## config.mk

```make
export PLATFORM = sky130hd
export DESIGN_NAME = prog_pio
export DESIGN_NICKNAME = d
export VERILOG_FILES = /design/src/rtl/pio_pkg.sv /design/src/rtl/pio_port.sv /design/src/rtl/prog_pio.sv
export SDC_FILE = /design/constraint.sdc
export NUM_CORES = 1
export LEC_CHECK = 0
export BUFFER_PORTS_ARGS = -buffer_cell sky130_fd_sc_hd__buf_2
export CAP_MARGIN = 5
export CELL_PAD_IN_SITES_DETAIL_PLACEMENT = 0
export CELL_PAD_IN_SITES_GLOBAL_PLACEMENT = 1
export CORE_AREA = 2 2 100 102
export CTS_BUF_LIST = sky130_fd_sc_hd__clkbuf_8
export DETAILED_ROUTE_END_ITERATION = 6
export DIE_AREA = 0 0 102 104
export PLACE_DENSITY_LB_ADDON = 0.1
export SYNTH_ARGS = -nofsm -noshare
export SYNTH_HDL_FRONTEND = slang
export SYNTH_SLANG_ARGS = --single-unit
```

## constraint.sdc

```tcl
create_clock -name clk -period 2.4 [get_ports clk]
set_input_delay 0.36 -clock clk [delete_from_list [all_inputs] [get_ports clk]]
set_output_delay 0.36 -clock clk [all_outputs]
set_load 0.02 [all_outputs]
```

## src/rtl/pio_pkg.sv

```systemverilog
`default_nettype none
// ============================================================================
//  Module      : pio_pkg
//  Description : Shared constants for the programmable parallel I/O block:
//                CFG bit positions, direction/mode encodings, address offsets.
//  Revision    : 1.0  initial release
// ============================================================================
package pio_pkg;

    localparam int C_CFG_W    = 3;
    localparam int C_CFG_DIR  = 0;
    localparam int C_CFG_MODE = 1;
    localparam int C_CFG_IE   = 2;

    typedef enum logic {
        DIR_OUT = 1'b0,
        DIR_IN  = 1'b1
    } pio_dir_e;

    typedef enum logic {
        MODE_BASIC   = 1'b0,
        MODE_STROBED = 1'b1
    } pio_mode_e;

    // Offsets are relative to NPORT; data ports occupy 0..NPORT-1.
    localparam int C_ADDR_PC_OFS   = 0;
    localparam int C_ADDR_CTRL_OFS = 1;
    localparam int C_ADDR_CFG_OFS  = 2;

endpackage
`default_nettype wire

```

## src/rtl/pio_port.sv

```systemverilog
`default_nettype none
// ============================================================================
//  Module      : pio_port
//  Description : One handshake-capable data port: output latch, strobed input
//                buffer, stb/ack edge detect, ibf/obf/overrun and interrupt.
//  Revision    : 1.0  initial release
// ============================================================================
module pio_port
    import pio_pkg::*;
#(
    parameter int DW = 8
) (
    input  logic               clk,
    input  logic               rst_n,
    input  logic               i_cfg_we,
    input  logic [C_CFG_W-1:0] i_cfg,
    input  logic               i_wr,
    input  logic               i_rd,
    input  logic [DW-1:0]      i_din,
    input  logic [DW-1:0]      i_pin,
    input  logic               i_stb_n,
    input  logic               i_ack_n,
    input  logic               i_ovr_clr,
    output logic [C_CFG_W-1:0] o_cfg,
    output logic [DW-1:0]      o_rdata,
    output logic [DW-1:0]      o_latch,
    output logic [DW-1:0]      o_oe,
    output logic               o_ibf,
    output logic               o_obf,
    output logic               o_ovr,
    output logic               o_intr
);

    logic [C_CFG_W-1:0] r_cfg;
    logic [DW-1:0]      r_latch;
    logic [DW-1:0]      r_buf;
    logic               r_ibf;
    logic               r_obf;
    logic               r_ovr;
    logic               r_intr;
    logic               r_stb_q;
    logic               r_ack_q;
    logic               r_armed;

    pio_dir_e           w_dir;
    pio_mode_e          w_mode;
    logic               w_strb_in;
    logic               w_strb_out;
    logic               w_stb_fall;
    logic               w_ack_fall;
    logic [C_CFG_W-1:0] w_cfg_nx;
    logic [DW-1:0]      w_latch_nx;
    logic [DW-1:0]      w_buf_nx;
    logic               w_ibf_nx;
    logic               w_obf_nx;
    logic               w_ovr_nx;
    logic               w_intr_nx;

    assign w_dir      = pio_dir_e'(r_cfg[C_CFG_DIR]);
    assign w_mode     = pio_mode_e'(r_cfg[C_CFG_MODE]);
    assign w_strb_in  = (w_mode == MODE_STROBED) && (w_dir == DIR_IN);
    assign w_strb_out = (w_mode == MODE_STROBED) && (w_dir == DIR_OUT);
    // r_armed masks the first cycle after reset so a low pin is not seen as a fall.
    assign w_stb_fall = r_armed & r_stb_q & ~i_stb_n;
    assign w_ack_fall = r_armed & r_ack_q & ~i_ack_n;
    assign w_cfg_nx   = i_cfg_we ? i_cfg : r_cfg;

    always_comb begin
        w_latch_nx = r_latch;
        w_buf_nx   = r_buf;
        w_ibf_nx   = r_ibf;
        w_obf_nx   = r_obf;
        w_ovr_nx   = r_ovr;
        if (i_ovr_clr) begin
            w_ovr_nx = 1'b0;
        end
        if (i_cfg_we) begin
            w_latch_nx = '0;
            w_ibf_nx   = 1'b0;
            w_obf_nx   = 1'b0;
            w_ovr_nx   = 1'b0;
        end else begin
            if (i_wr) begin
                w_latch_nx = i_din;
            end
            if (w_strb_in) begin
                if (i_rd) begin
                    w_ibf_nx = 1'b0;
                end
                // A read in the same cycle frees the buffer for the new sample.
                if (w_stb_fall) begin
                    if (r_ibf && !i_rd) begin
                        w_ovr_nx = 1'b1;
                    end else begin
                        w_buf_nx = i_pin;
                        w_ibf_nx = 1'b1;
                    end
                end
            end
            if (w_strb_out) begin
                if (w_ack_fall) begin
                    w_obf_nx = 1'b0;
                end
                if (i_wr) begin
                    w_obf_nx = 1'b1;
                end
            end
        end
    end

    always_comb begin
        w_intr_nx = 1'b0;
        if (w_cfg_nx[C_CFG_MODE] == MODE_STROBED) begin
            if (w_cfg_nx[C_CFG_DIR] == DIR_IN) begin
                w_intr_nx = w_cfg_nx[C_CFG_IE] & w_ibf_nx;
            end else begin
                w_intr_nx = w_cfg_nx[C_CFG_IE] & ~w_obf_nx;
            end
        end
    end

    always_ff @(posedge clk or negedge rst_n) begin
        if (!rst_n) begin
            r_cfg   <= '0;
            r_latch <= '0;
            r_buf   <= '0;
            r_ibf   <= 1'b0;
            r_obf   <= 1'b0;
            r_ovr   <= 1'b0;
            r_intr  <= 1'b0;
            r_stb_q <= 1'b1;
            r_ack_q <= 1'b1;
            r_armed <= 1'b0;
        end else begin
            r_cfg   <= w_cfg_nx;
            r_latch <= w_latch_nx;
            r_buf   <= w_buf_nx;
            r_ibf   <= w_ibf_nx;
            r_obf   <= w_obf_nx;
            r_ovr   <= w_ovr_nx;
            r_intr  <= w_intr_nx;
            r_stb_q <= i_stb_n;
            r_ack_q <= i_ack_n;
            r_armed <= 1'b1;
        end
    end

    always_comb begin
        o_rdata = r_latch;
        if (w_dir == DIR_IN) begin
            o_rdata = (w_mode == MODE_STROBED) ? r_buf : i_pin;
        end
    end

    assign o_cfg   = r_cfg;
    assign o_latch = r_latch;
    assign o_oe    = (w_dir == DIR_IN) ? '0 : '1;
    assign o_ibf   = r_ibf;
    assign o_obf   = r_obf;
    assign o_ovr   = r_ovr;
    assign o_intr  = r_intr;

endmodule
`default_nettype wire

```

## src/rtl/prog_pio.sv

```systemverilog
`default_nettype none
// ============================================================================
//  Module      : prog_pio
//  Description : Programmable parallel I/O: bus decode, NPORT data ports,
//                port C with bit set/reset, status register and read mux.
//  Revision    : 1.0  initial release
// ============================================================================
module prog_pio
    import pio_pkg::*;
#(
    parameter  int DW    = 8,
    parameter  int NPORT = 2,
    localparam int AW    = $clog2(2*NPORT+2)
) (
    input  logic                clk,
    input  logic                rst_n,
    input  logic                cs_n,
    input  logic                rd_n,
    input  logic                wr_n,
    input  logic [AW-1:0]       addr,
    input  logic [DW-1:0]       din,
    output logic [DW-1:0]       dout,
    input  logic [NPORT*DW-1:0] port_in,
    output logic [NPORT*DW-1:0] port_out,
    output logic [NPORT*DW-1:0] port_oe,
    input  logic [NPORT-1:0]    stb_n,
    input  logic [NPORT-1:0]    ack_n,
    output logic [NPORT-1:0]    ibf,
    output logic [NPORT-1:0]    obf_n,
    output logic [NPORT-1:0]    intr,
    output logic [DW-1:0]       pc_out,
    output logic [DW-1:0]       pc_oe,
    input  logic [DW-1:0]       pc_in
);

    localparam int BW = $clog2(DW);
    localparam int HW = DW / 2;

    logic [DW-1:0]      r_dout;
    logic [DW-1:0]      r_pc_out;
    logic [DW-1:0]      r_pc_oe;

    logic               w_wr;
    logic               w_rd;
    logic               w_sel_pc;
    logic               w_sel_ctrl;
    logic [NPORT-1:0]   w_obf;
    logic [NPORT-1:0]   w_ovr;
    logic [NPORT-1:0]   w_flag;
    logic [DW-1:0]      w_status;
    logic [DW-1:0]      w_rdata;
    logic [DW-1:0]      w_port_rdata [NPORT];
    logic [C_CFG_W-1:0] w_port_cfg   [NPORT];

    // A simultaneous rd strobe during a write is ignored.
    assign w_wr       = ~cs_n & ~wr_n;
    assign w_rd       = ~cs_n & ~rd_n & wr_n;
    assign w_sel_pc   = (addr == AW'(NPORT + C_ADDR_PC_OFS));
    assign w_sel_ctrl = (addr == AW'(NPORT + C_ADDR_CTRL_OFS));

    generate
        for (genvar i = 0; i < NPORT; i++) begin : g_port
            logic w_sel_data;
            logic w_sel_cfg;

            assign w_sel_data = (addr == AW'(i));
            assign w_sel_cfg  = (addr == AW'(NPORT + C_ADDR_CFG_OFS + i));

            pio_port #(
                .DW (DW)
            ) u_port (
                .clk       (clk),
                .rst_n     (rst_n),
                .i_cfg_we  (w_wr & w_sel_cfg),
                .i_cfg     (din[C_CFG_W-1:0]),
                .i_wr      (w_wr & w_sel_data),
                .i_rd      (w_rd & w_sel_data),
                .i_din     (din),
                .i_pin     (port_in[i*DW +: DW]),
                .i_stb_n   (stb_n[i]),
                .i_ack_n   (ack_n[i]),
                .i_ovr_clr (w_rd & w_sel_ctrl),
                .o_cfg     (w_port_cfg[i]),
                .o_rdata   (w_port_rdata[i]),
                .o_latch   (port_out[i*DW +: DW]),
                .o_oe      (port_oe[i*DW +: DW]),
                .o_ibf     (ibf[i]),
                .o_obf     (w_obf[i]),
                .o_ovr     (w_ovr[i]),
                .o_intr    (intr[i])
            );

            assign w_flag[i] = w_port_cfg[i][C_CFG_DIR] ? ibf[i] : w_obf[i];
            assign obf_n[i]  = ~w_obf[i];
        end
    endgenerate

    assign w_status = DW'({w_ovr, w_flag});

    always_comb begin
        w_rdata = '0;
        for (int k = 0; k < NPORT; k++) begin
            if (addr == AW'(k)) begin
                w_rdata = w_port_rdata[k];
            end
            if (addr == AW'(NPORT + C_ADDR_CFG_OFS + k)) begin
                w_rdata = DW'(w_port_cfg[k]);
            end
        end
        if (w_sel_pc) begin
            w_rdata = (r_pc_out & r_pc_oe) | (pc_in & ~r_pc_oe);
        end
        if (w_sel_ctrl) begin
            w_rdata = w_status;
        end
    end

    always_ff @(posedge clk or negedge rst_n) begin
        if (!rst_n) begin
            r_dout <= '0;
        end else if (w_rd) begin
            r_dout <= w_rdata;
        end
    end

    // CTRL with MSB set programs half-port directions; MSB clear is a single-bit set/reset.
    always_ff @(posedge clk or negedge rst_n) begin
        if (!rst_n) begin
            r_pc_out <= '0;
            r_pc_oe  <= '0;
        end else if (w_wr && w_sel_ctrl) begin
            if (din[DW-1]) begin
                r_pc_oe <= {{(DW-HW){din[1]}}, {HW{din[0]}}};
            end else begin
                r_pc_out[din[BW:1]] <= din[0];
            end
        end else if (w_wr && w_sel_pc) begin
            r_pc_out <= din;
        end
    end

    assign dout   = r_dout;
    assign pc_out = r_pc_out;
    assign pc_oe  = r_pc_oe;

endmodule
`default_nettype wire

```

After elaboration in Yosys (flattened, before gate mapping)
Index checks and enable logic that the tools add are counted.
- register bits: 72
- input bits: 44
- output and inout bits: 62
- magnitude comparators: 2
- eq/ne operators: 6
- mux-type cells: 58
- bitwise gates (word level): 43
- reductions and logical operators: 19
- operators with widths (operator ; number):
    8-bit two-way mux ; 19
    1-bit two-way mux ; 35
    1-bit bitwise AND ; 22
    1-bit NOT ; 17
    8-bit bitwise AND ; 2
    1-bit logical AND ; 9
    8-bit bitwise mux ; 1
    8-bit NOT ; 1
    8-bit OR ; 1
    4-bit AND reduction ; 2
    3-bit by 2-bit equality test with 1-bit output (second input constant) ; 2
    3-bit equality test (second input constant) ; 2
    3-bit two-way mux ; 2
    2-bit nonzero test ; 3
    3-bit by 4-bit less-than comparator with 1-bit output (second input constant) ; 1
    2-bit AND reduction ; 2
    1-bit demux with 3-bit select ; 1
    3-bit by 1-bit equality test with 1-bit output (second input constant) ; 1
    3-bit by 1-bit greater-or-equal comparator with 1-bit output (second input constant) ; 1
    3-bit zero test ; 1
    1-bit zero test ; 2
    2-bit != test (second input constant) ; 1

Logic depth before layout (Yosys ltp)
- word-level depth: 13
- gate-level depth with buffers: 6

Hierarchy
A second synthesis with hierarchy kept.
- cells, all modules: 386
- area, all modules: 3983.8 um2
- modules (own cells, without submodules) (module ; instances ; cells each ; area an instance (um2)):
    pio_port ; 2 ; 113 ; 1280.0
    prog_pio ; 1 ; 160 ; 1423.9

Worst setup path after synthesis
No wires, ideal clock.
- path kind: in2reg
- start: in rd_n
- end: reg g_port[0].u_port.r_buf[0]
- data arrival time: 1831 ps
- setup slack: 444 ps
- cell stages on the path: 5
- buffers on the path: 1
- path through: or3b_1 -> o31a_1 -> or3b_1 -> buf_6 -> mux2_4
- cells in the longest elaborated chain, start to end: 8
- RTL lines (what ; line ; text):
    start: declaration ; prog_pio.sv:18 ; input logic rd_n,
    1-bit NOT ; prog_pio.sv:57 ; assign w_rd = ~cs_n & ~rd_n & wr_n;
    1-bit bitwise AND (2 in a row) ; prog_pio.sv:57 ;
    1-bit bitwise AND ; prog_pio.sv:77 ; .i_rd (w_rd & w_sel_data),
    1-bit zero test ; pio_port.sv:92 ; if (r_ibf && !i_rd) begin
    1-bit logical AND ; pio_port.sv:92 ;
    1-bit NOT (no line) ; n/a ;
    4-bit AND reduction (no line) ; n/a ;
    end signal: assignment ; pio_port.sv:137 ; r_buf <= w_buf_nx;
    end: declaration ; pio_port.sv:36 ; logic [DW-1:0] r_buf;
Every way passes these cells.
A chain may end at the register's enable or synchronous reset.

Final worst setup path
- start: reg g_port[0].u_port.r_stb_q
- end: reg g_port[0].u_port.r_buf[0]
- cells in the longest elaborated chain, start to end: 3
- RTL lines (what ; line ; text):
    start: declaration ; pio_port.sv:41 ; logic r_stb_q;
    start signal: assignment ; pio_port.sv:142 ; r_stb_q <= i_stb_n;
    1-bit bitwise AND (2 in a row) ; pio_port.sv:64 ; assign w_stb_fall = r_armed & r_stb_q & ~i_stb_n;
    4-bit AND reduction (no line) ; n/a ;
Every way passes these cells.

==> results by group <==
Finish
  – Area Growth Syn to Fin: 20.63%
  – Layout cells sized above 1: 0.3552
  – Net count, final: approximately 530
  – Diodes inserted: 0

Timing
  – Final Skew: just over 7 ps
  – Final setup fails: 0
  – Final period util: 0.8413
  – Slew @ Worst Pin: 633.3 ps
  – Setup TNS Final: 0 ps
  – Final Hold Vio Count: 0
  – Tmin final: between 2000 and 2500 ps
  – Peak Freq: 0.4953 GHz
  – RSZ-0062 raised after global routing: false
  – Max Slew Vio Count: 0
  – Relative slew slack: 0.5725

Routing
  – Routed WL per cell: 18.19 um
  – Detailed Route Iter0 Violations: 132
  – Antenna viol nets, final: 0
  – Vias: between 3000 and 4000
  – DR vias/cell: 5.326
  – Drt pass-1 iters: 5
  – DRC Markers: 0
  – Drt total wl: 11280 um

Logic synthesis
  – Synthesized area: 0.003826 sq mm
  – Post-synth EDFFs: 0
  – Largest area contributor in the netlist: dfrtp_1
  – Dominant cells by area after synthesis: dfrtp_1, mux2i_1, buf_4, mux2_2, a21oi_1
  – Synth cell count leaders: dfrtp_1, nand2_1, a21oi_1
  – Synth Instances: ~400
  – Syn Nets: ~440
  – Sequential fraction of the synthesis area: 0.4526
  – Asr flop ratio synth: 1.000
  – Yosys reg bits: between 60 and 70
  – Post-synth cell types: 48
  – Most common cell in the netlist: dfrtp_1
  – Warnings, synthesis: 0
  – Synth top area share: 0.4251
  – Syn Area/Cell: roughly 10 sq um
  – Top FF cell, synth: dfrtp_1

Floorplanning
  – Height of the die: about 100 um
  – Die W: slightly above 100 um
  – Row count: 36
  – Core ar.: roughly 0.0095 sq mm
  – Initial core utilization: 0.4007
  – I/O pins: 106
  – Die Footprint: roughly 0.011 sq mm

Worst setup path
  – Critical path endpoint category: flop
  – Crit path max-delay cell type: or3b_1
  – Critical path required time: ~2600 ps
  – Crit Path Max Fanout: 8
  – Crit path launch type: flop
  – CP peak stage delay: between 600 and 700 ps
  – Critical path arrival: 2260 ps
  – Crit-path cells: nand2_1 -> nor3_1 -> or3b_1 -> mux2_4
  – Worst Setup Path Type: flop to flop

Clocking
  – Num Clock Sinks: ~70
  – H-tree depth: 3
  – Clock transition at path regs: ~70 ps
  – TritonCTS Buffers: 9
  – Clock buffer depth: 2
  – Hold buffers post-CTS: 0
  – Cts repair resizes: 0
  – Clock Latency Late Sink: roughly 350 ps
  – Root Driver: clkbuf_8
  – CTS tree: built
  – Total setup buffers inserted after CTS: 0

Power
  – Cell Pwr Density: between 700 and 800 mW/mm^2
  – Total Power: ~0.0036 W
  – IR drop worst, VDD: roughly 340 uV
  – Pleak: 2.167 nW

Global routing
  – Overall routing resource usage: 0.2255
  – Vias in the first global route: between 3000 and 4000
  – Pin count of the biggest net entering global routing: 70
  – First-pass GRT wire length: between 15000 and 20000 um
  – Initial antenna violation count: 0
  – GR Overflow Total: 0

Run status
  – Status: finished, final reports clean

Placed design
  – GP Congestion: 0.8148
  – I/O Buffers: about 110
  – Post-DP HPWL: ~8400 um

Min path
  – Tightest Hold Check Type: primary input to async pin

Flow run
  – Maxcap violations: 0
[per-stage QoR]
step | hold WS [ps] | instances | worst slack, ps | area (sq um) | util
2_1_floorplan | 64.41 | 394 | 444.0 | 3826 | -
3_3_place_gp | 417.0 | 604 | 116.1 | 4405 | 0.4613
3_5_place_dp | 416.2 | 604 | 83.62 | 4405 | 0.4613
4_1_cts | 36.38 | 620 | 378.5 | 4616 | 0.4834
5_1_grt | 53.19 | 620 | 332.8 | 4616 | 0.4834
6_report | 31.21 | 620 | 381.0 | 4616 | 0.4834
[critical path: cells and delay by family (launching register included)]
family / cells / cell delay [ps]
simple gates: 3 / 1010
flops: 1 / 530
mux: 1 / 380
[final cells by class]
| type | instances | area [sq um] |
|---|---|---|
| multi-input cells | 263 | 1763 |
| clock buffers | 11 | 151.4 |
| clock inverters | 5 | 58.81 |
| fillers | 960 | 4933 |
| repair buffers | 126 | 695.7 |
| flip-flops and latches | 69 | 1732 |
| well taps | 133 | 166.4 |
| inverters | 13 | 48.80 |
[metal layers]
layer	wire length (um)	vias to the layer above	GRT usage
li1	-	1587	-
met1	5193	1597	0.3179
met2	5290	104	0.3496
met3	596	14	0.03965
met4	196	0	0.07429
met5	0	-	0
[cells by family (layout without fill, tap and decap cells)]
family / count (synthesis) / after routing / share of synthesized area
AO/OA/AOI/OAI: 108 / 108 / 0.1871
other: 1 / 1 / 0.0009801
flip-flops: 69 / 69 / 0.4526
AND/OR/NAND/NOR: 110 / 110 / 0.1426
buffers and inverters: 62 / 155 / 0.08666
multiplexers: 44 / 44 / 0.1302
[layout by cell type, fill, tap and decap left out, types with 2 or more instances in the layout]
master      netlist  final
buf_2             1    105
dfrtp_1          65     65
nand2_1          34     34
a21oi_1          30     30
nor2_1           24     24
mux2i_1          22     22
o21ai_0          20     20
buf_4            24     20
mux2_2           14     14
inv_1            13     13
clkbuf_8          0     11
nand2b_1          8      8
mux2_4            8      8
a22o_1            8      8
nor3_1            7      7
nand4_1           7      7
a211oi_1          7      7
a31oi_1           7      7
o311ai_0          7      7
nor2b_1           6      6
nand3_1           6      6
o31ai_1           5      5
or3_1             4      4
o221ai_1          4      4
a211o_1           4      4
dfstp_2           4      4
a31o_2            3      3
a311oi_1          3      3
and3_1            3      3
nand4b_1          2      2
or3b_1            2      2
and2_1            2      2
o22ai_1           2      2
o211ai_1          2      2
clkinvlp_4        0      2
[where the power goes]
| group | switching [W] | internal (W) |
|---|---|---|
| sequential | 0.000136 | 0.00133 |
| clock | 0.000474 | 0.000536 |
| combinational | 0.000718 | 0.000426 |
[worst paths after layout]
check / to / slack [ps] / cells after the start / from
max: g_port[0].u_port.r_buf[0] / 380 / 4 / g_port[0].u_port.r_stb_q
min: g_port[0].u_port.o_cfg[0] / 30 / 2 / rst_n
max reg2reg: g_port[0].u_port.r_buf[0] / 380 / 4 / g_port[0].u_port.r_stb_q
min reg2reg: g_port[1].u_port.r_buf[3] / 510 / 1 / g_port[1].u_port.r_buf[3]
max in group asynchronous: g_port[1].u_port.r_ack_q / 2060 / 2 / rst_n
min in group clk: g_port[1].u_port.r_ack_q / 110 / 1 / ack_n[1]
[flip-flops by register name, indices dropped and copies added, names as in the netlist, 2 cells and up]
| name | cells |
|---|---|
| g_port.u_port.o_cfg | 6 |
| dout | 8 |
| pc_oe | 2 |
| g_port.u_port.o_ovr | 2 |
| g_port.u_port.o_obf | 2 |
| pc_out | 8 |
| g_port.u_port.r_ack_q | 2 |
| g_port.u_port.o_latch | 16 |
| g_port.u_port.r_buf | 16 |
| g_port.u_port.r_stb_q | 2 |
| g_port.u_port.o_intr | 2 |
| g_port.u_port.o_ibf | 2 |
(Power assumes the default switching activity.)
